`src/rtl/rr_arb_mux.sv`:
```
// N-way round-robin arbitrated mux with one registered output stage and valid/ready handshakes.
// Optional packet locking (in_last port) is enabled by defining RR_ARB_MUX_LOCK_EN.
module rr_arb_mux #(
    parameter  int WIDTH = 32,
    parameter  int N     = 16,
    localparam int SEL_W = $clog2(N)
) (
    input  logic                 clk,
    input  logic                 rst_n,
    input  logic [N-1:0]         in_valid,
    input  logic [N*WIDTH-1:0]   in_data,
`ifdef RR_ARB_MUX_LOCK_EN
    input  logic [N-1:0]         in_last,
`endif
    output logic [N-1:0]         in_ready,
    output logic                 out_valid,
    output logic [WIDTH-1:0]     out_data,
    output logic [SEL_W-1:0]     out_sel,
    input  logic                 out_ready
);

    logic [SEL_W-1:0] rr_ptr;
    logic [SEL_W-1:0] grant;
    logic [SEL_W-1:0] grant_next;
    logic             grant_vld;
    logic             load;
    logic [SEL_W:0]   idx_ext;
    logic [SEL_W-1:0] idx;

`ifdef RR_ARB_MUX_LOCK_EN
    logic             locked;
    logic [SEL_W-1:0] lock_sel;
`endif

    assign load = !out_valid || out_ready;

    // Rotating priority search starting at rr_ptr; the modulo wrap handles non-power-of-two N.
    always_comb begin
        grant     = '0;
        grant_vld = 1'b0;
        idx_ext   = '0;
        idx       = '0;
        for (int i = 0; i < N; i++) begin
            idx_ext = {1'b0, rr_ptr} + (SEL_W+1)'(i);
            if (idx_ext >= (SEL_W+1)'(N)) begin
                idx_ext = idx_ext - (SEL_W+1)'(N);
            end
            idx = idx_ext[SEL_W-1:0];
            if (!grant_vld && in_valid[idx]) begin
                grant     = idx;
                grant_vld = 1'b1;
            end
        end
`ifdef RR_ARB_MUX_LOCK_EN
        // A packet in flight owns the bus; an idle owner stalls everyone else.
        if (locked) begin
            grant     = lock_sel;
            grant_vld = in_valid[lock_sel];
        end
`endif
    end

    assign grant_next = (grant == SEL_W'(N - 1)) ? '0 : grant + SEL_W'(1);

    always_comb begin
        in_ready = '0;
        if (rst_n && load && grant_vld) begin
            in_ready[grant] = 1'b1;
        end
    end

    always_ff @(posedge clk) begin
        if (!rst_n) begin
            out_valid <= 1'b0;
            out_data  <= '0;
            out_sel   <= '0;
            rr_ptr    <= '0;
`ifdef RR_ARB_MUX_LOCK_EN
            locked    <= 1'b0;
            lock_sel  <= '0;
`endif
        end else if (load) begin
            if (grant_vld) begin
                out_valid <= 1'b1;
                out_data  <= in_data[int'(grant)*WIDTH +: WIDTH];
                out_sel   <= grant;
`ifdef RR_ARB_MUX_LOCK_EN
                if (in_last[grant]) begin
                    locked <= 1'b0;
                    rr_ptr <= grant_next;
                end else begin
                    locked   <= 1'b1;
                    lock_sel <= grant;
                end
`else
                rr_ptr    <= grant_next;
`endif
            end else begin
                out_valid <= 1'b0;
            end
        end
    end

endmodule

```
`config.mk`:
```
export PLATFORM = sky130hd
export DESIGN_NAME = rr_arb_mux
export DESIGN_NICKNAME = d
export VERILOG_FILES = /design/src/rtl/rr_arb_mux.sv
export SDC_FILE = /design/constraint.sdc
export NUM_CORES = 1
export LEC_CHECK = 0
export ABC_AREA = 1
export CORE_AREA = 5 5 224 226
export CTS_CLUSTER_DIAMETER = 150
export DETAILED_ROUTE_END_ITERATION = 7
export DIE_AREA = 0 0 229 231
export PLACE_DENSITY = 0.53
export SLEW_MARGIN = 20
export SYNTH_ARGS = -nofsm -noshare
export SYNTH_HDL_FRONTEND = slang
export SYNTH_SLANG_ARGS = --single-unit
```
`constraint.sdc`:
```
create_clock -name clk -period 7.9 [get_ports clk]
set_input_delay 1.58 -clock clk [delete_from_list [all_inputs] [get_ports clk]]
set_output_delay 1.58 -clock clk [all_outputs]
set_load 0.01 [all_outputs]
```
==> results by group <==
Run status
  • Status: finished clean

Yosys
  • Avg Inst Size Synth: 4.98 um^2
  • Seq/Total Area, Yosys: 0.0937
  • Synth top area cells: nand3_1 (40%), nand2_1 (26%), dfxtp_1 (9.4%), buf_2 (6.2%), nor2_1 (3.5%)
  • Unique masters post-synth: 37
  • Synth Net Count: 2298
  • Yosys warnings: 0
  • Leading area contributor after synthesis: nand3_1
  • Synthesized flop and latch total: 41
  • Post-synth top area share: 0.402
  • Cells after Synth: 1758
  • Mapped Area: 8760 um^2

Drt
  • DRC: 0
  • Drt via density: 4.90
  • Total Wirelength: 64400 um
  • Post-route ant nets: 0
  • DRT Pass-1 Iters: 7
  • Routed WL per cell: 22.5 um
  • DRT iter0 DRCs: 1064
  • DR vias: 14000

Final layout
  • Leading cell type in the layout, fill and taps excluded: nand3_1
  • Final #Nets: 2776
  • Syn-to-layout area delta: 72.7%
  • Share of cells above drive strength 1: 0.0326
  • Most frequent cells in the layout: nand3_1 (703), nand2_1 (608), clkdlybuf4s50_1 (583)
  • Non-filler cells, final: 2863

Worst setup path
  • Buf/Inv on CP: 3
  • Worst Path Max Fanout: 15
  • CP Class: reg2out
  • CP max stage delay: 900 ps
  • Worst Setup Start Kind: register
  • Critical path's slowest cell: dfxtp_1
  • Worst-path cell chain: inv_2 -> ha_1 -> inv_1 -> nand3_1 -> nand3_1 -> nand2_1 -> nand4_1 -> nor2_1 -> nand4_1 -> nor2_1 -> nand3_1 -> nor2_1 -> nor2_1 -> nand3_1 -> nor2_1 -> nand3_4 -> ha_1 -> nand2_1 -> nor2_1 -> clkdlybuf4s50_1
  • CP endpoint kind: output pin
  • Worst path most repeated cell: nor2_1
  • CP delay by family, top: simple AND/OR/NAND/NOR gates
  • Crit path DAT: 5500 ps
  • CP Data Required Time: 6320 ps

Die
  • Die H: 231 um
  • IO Count: 584
  • Row cnt: 81
  • Initial Util: 0.182
  • Area of the die: 52900 um^2
  • Core Footprint: 48100 um^2
  • Die width: 229 um

CTS
  • Hold-fix buffers, CTS: 0
  • Skew-Pair Late Insertion Delay: 310 ps
  • CTS tree: done
  • H-Tree Depth: 2
  • CTS max path bufs: 2
  • Clk root buf: clkbuf_16
  • Clock transition at path regs: 60 ps
  • CTS buffer count: 5
  • CTS Sinks: 41

GRT
  • Initial antenna violation count: 17
  • Largest net degree at the start of global routing: 154
  • Vias in the first global route: 14100
  • First-pass GRT wire length: 91900 um
  • Tot GR Track Use: 0.229
  • Gr ovfl total: 0

Timing
  • Final Critical Period: 7080 ps
  • Fmax: 141 MHz
  • Final Setup Violations: 0
  • RSZ-0062 raised after global routing: false
  • Setup tns final: 0 ps
  • Period utilisation layout: 0.897
  • Fin Clk Skew: 13.3 ps
  • Max-slew headroom at the worst pin: 0.330
  • Slew Viols, Final: 0
  • Final Hold Fails: 0
  • Worst Max-Slew Pin Slew: 997 ps

Worst hold path
  • Hold crit path type: reg2reg

Placement
  • Placed cell count: 2851
  • Global placement routability congestion: 0.926
  • # port buffers: 583
  • Post-DP HPWL: 51500 um

Job
  • MaxCap Viol Count: 0
-- cells by family after synthesis --
| kind of cell | share of synthesized area |
|---|---|
| flip-flops | 0.0937 |
| AO/OA/AOI/OAI | 0.0367 |
| XOR/XNOR | 0.00986 |
| buffers and inverters | 0.110 |
| adder cells (fa/ha/maj) | 0.0129 |
| AND/OR/NAND/NOR | 0.737 |
-- layer usage --
layer  global-route usage  routed length (um)  vias to the layer above
li1                     -                   -                     6862
met1                0.258               24200                     6482
met2                0.422               33100                      571
met3               0.0518                4420                      116
met4               0.0857                2590                       12
met5                    0                  83                        -
-- cell usage after synthesis, drive strengths merged --
cell type and number:
nand3 706, nand2 616, buf 122, nor2 92, inv 61, o21ai 46, dfxtp 41, clkbuf 20
nand4 18, ha 9, a21oi 8, xor2 8, clkinv 2, o22ai 2, nand3b 1, nor3 1
o2111ai 1, o211ai 1, o21a 1, o21bai 1, xnor2 1
-- repair_timing --
| action | 4_1_cts | 5_1_grt |
|---|---|---|
| buffers inserted | 0 | 0 |
| endpoints found under the setup margin | 0 | 4 |
| endpoints found under the hold margin | 0 | 0 |
| gates resized for setup | 0 | 1 |
-- tightest hold or removal path: cells and delay by family, from the launching register on --
kind             cells  cell delay, ps
AND/OR/NAND/NOR      2             100
flip-flops           1             310
-- sequential cells by signal (all words and copies together) (netlist names) --
name and cells:
out_data 32, out_valid 1, out_sel 4, rr_ptr 4
-- path summary, 6_finish.rpt --
path | from | to | slack, ps | depth (start not counted)
hold / removal | out_data[24] | out_data[24] | 450 | 2
setup reg to reg | rr_ptr[2] | out_data[3] | 1300 | 22
setup / recovery | rr_ptr[2] | in_ready[11] | 820 | 20
hold reg to reg | out_data[24] | out_data[24] | 450 | 2
-- cell type report --
cell class / instances / area, um^2
fill: 5423 / 33000
sequential: 41 / 822
tap: 622 / 778
inverter: 63 / 239
clock buffer: 7 / 143
multi-input combinational: 1512 / 7040
antenna: 4 / 10.0
timing repair buffer: 613 / 6070
clock inverter: 1 / 30.0
-- through the flow --
stage          area [um^2]   util  hold slack [ps]  setup slack (ps)
2_1_floorplan         8760      -              476              2100
3_3_place_gp         14900  0.311              439               911
3_5_place_dp         14900  0.311              443               805
4_1_cts              15100  0.314              456               462
5_1_grt              15100  0.314              471               439
6_report             15100  0.314              453               815
Power is left out: the tool's default activity adds up to more than one toggle a clock period on the data nets, which glitch-free logic cannot reach.
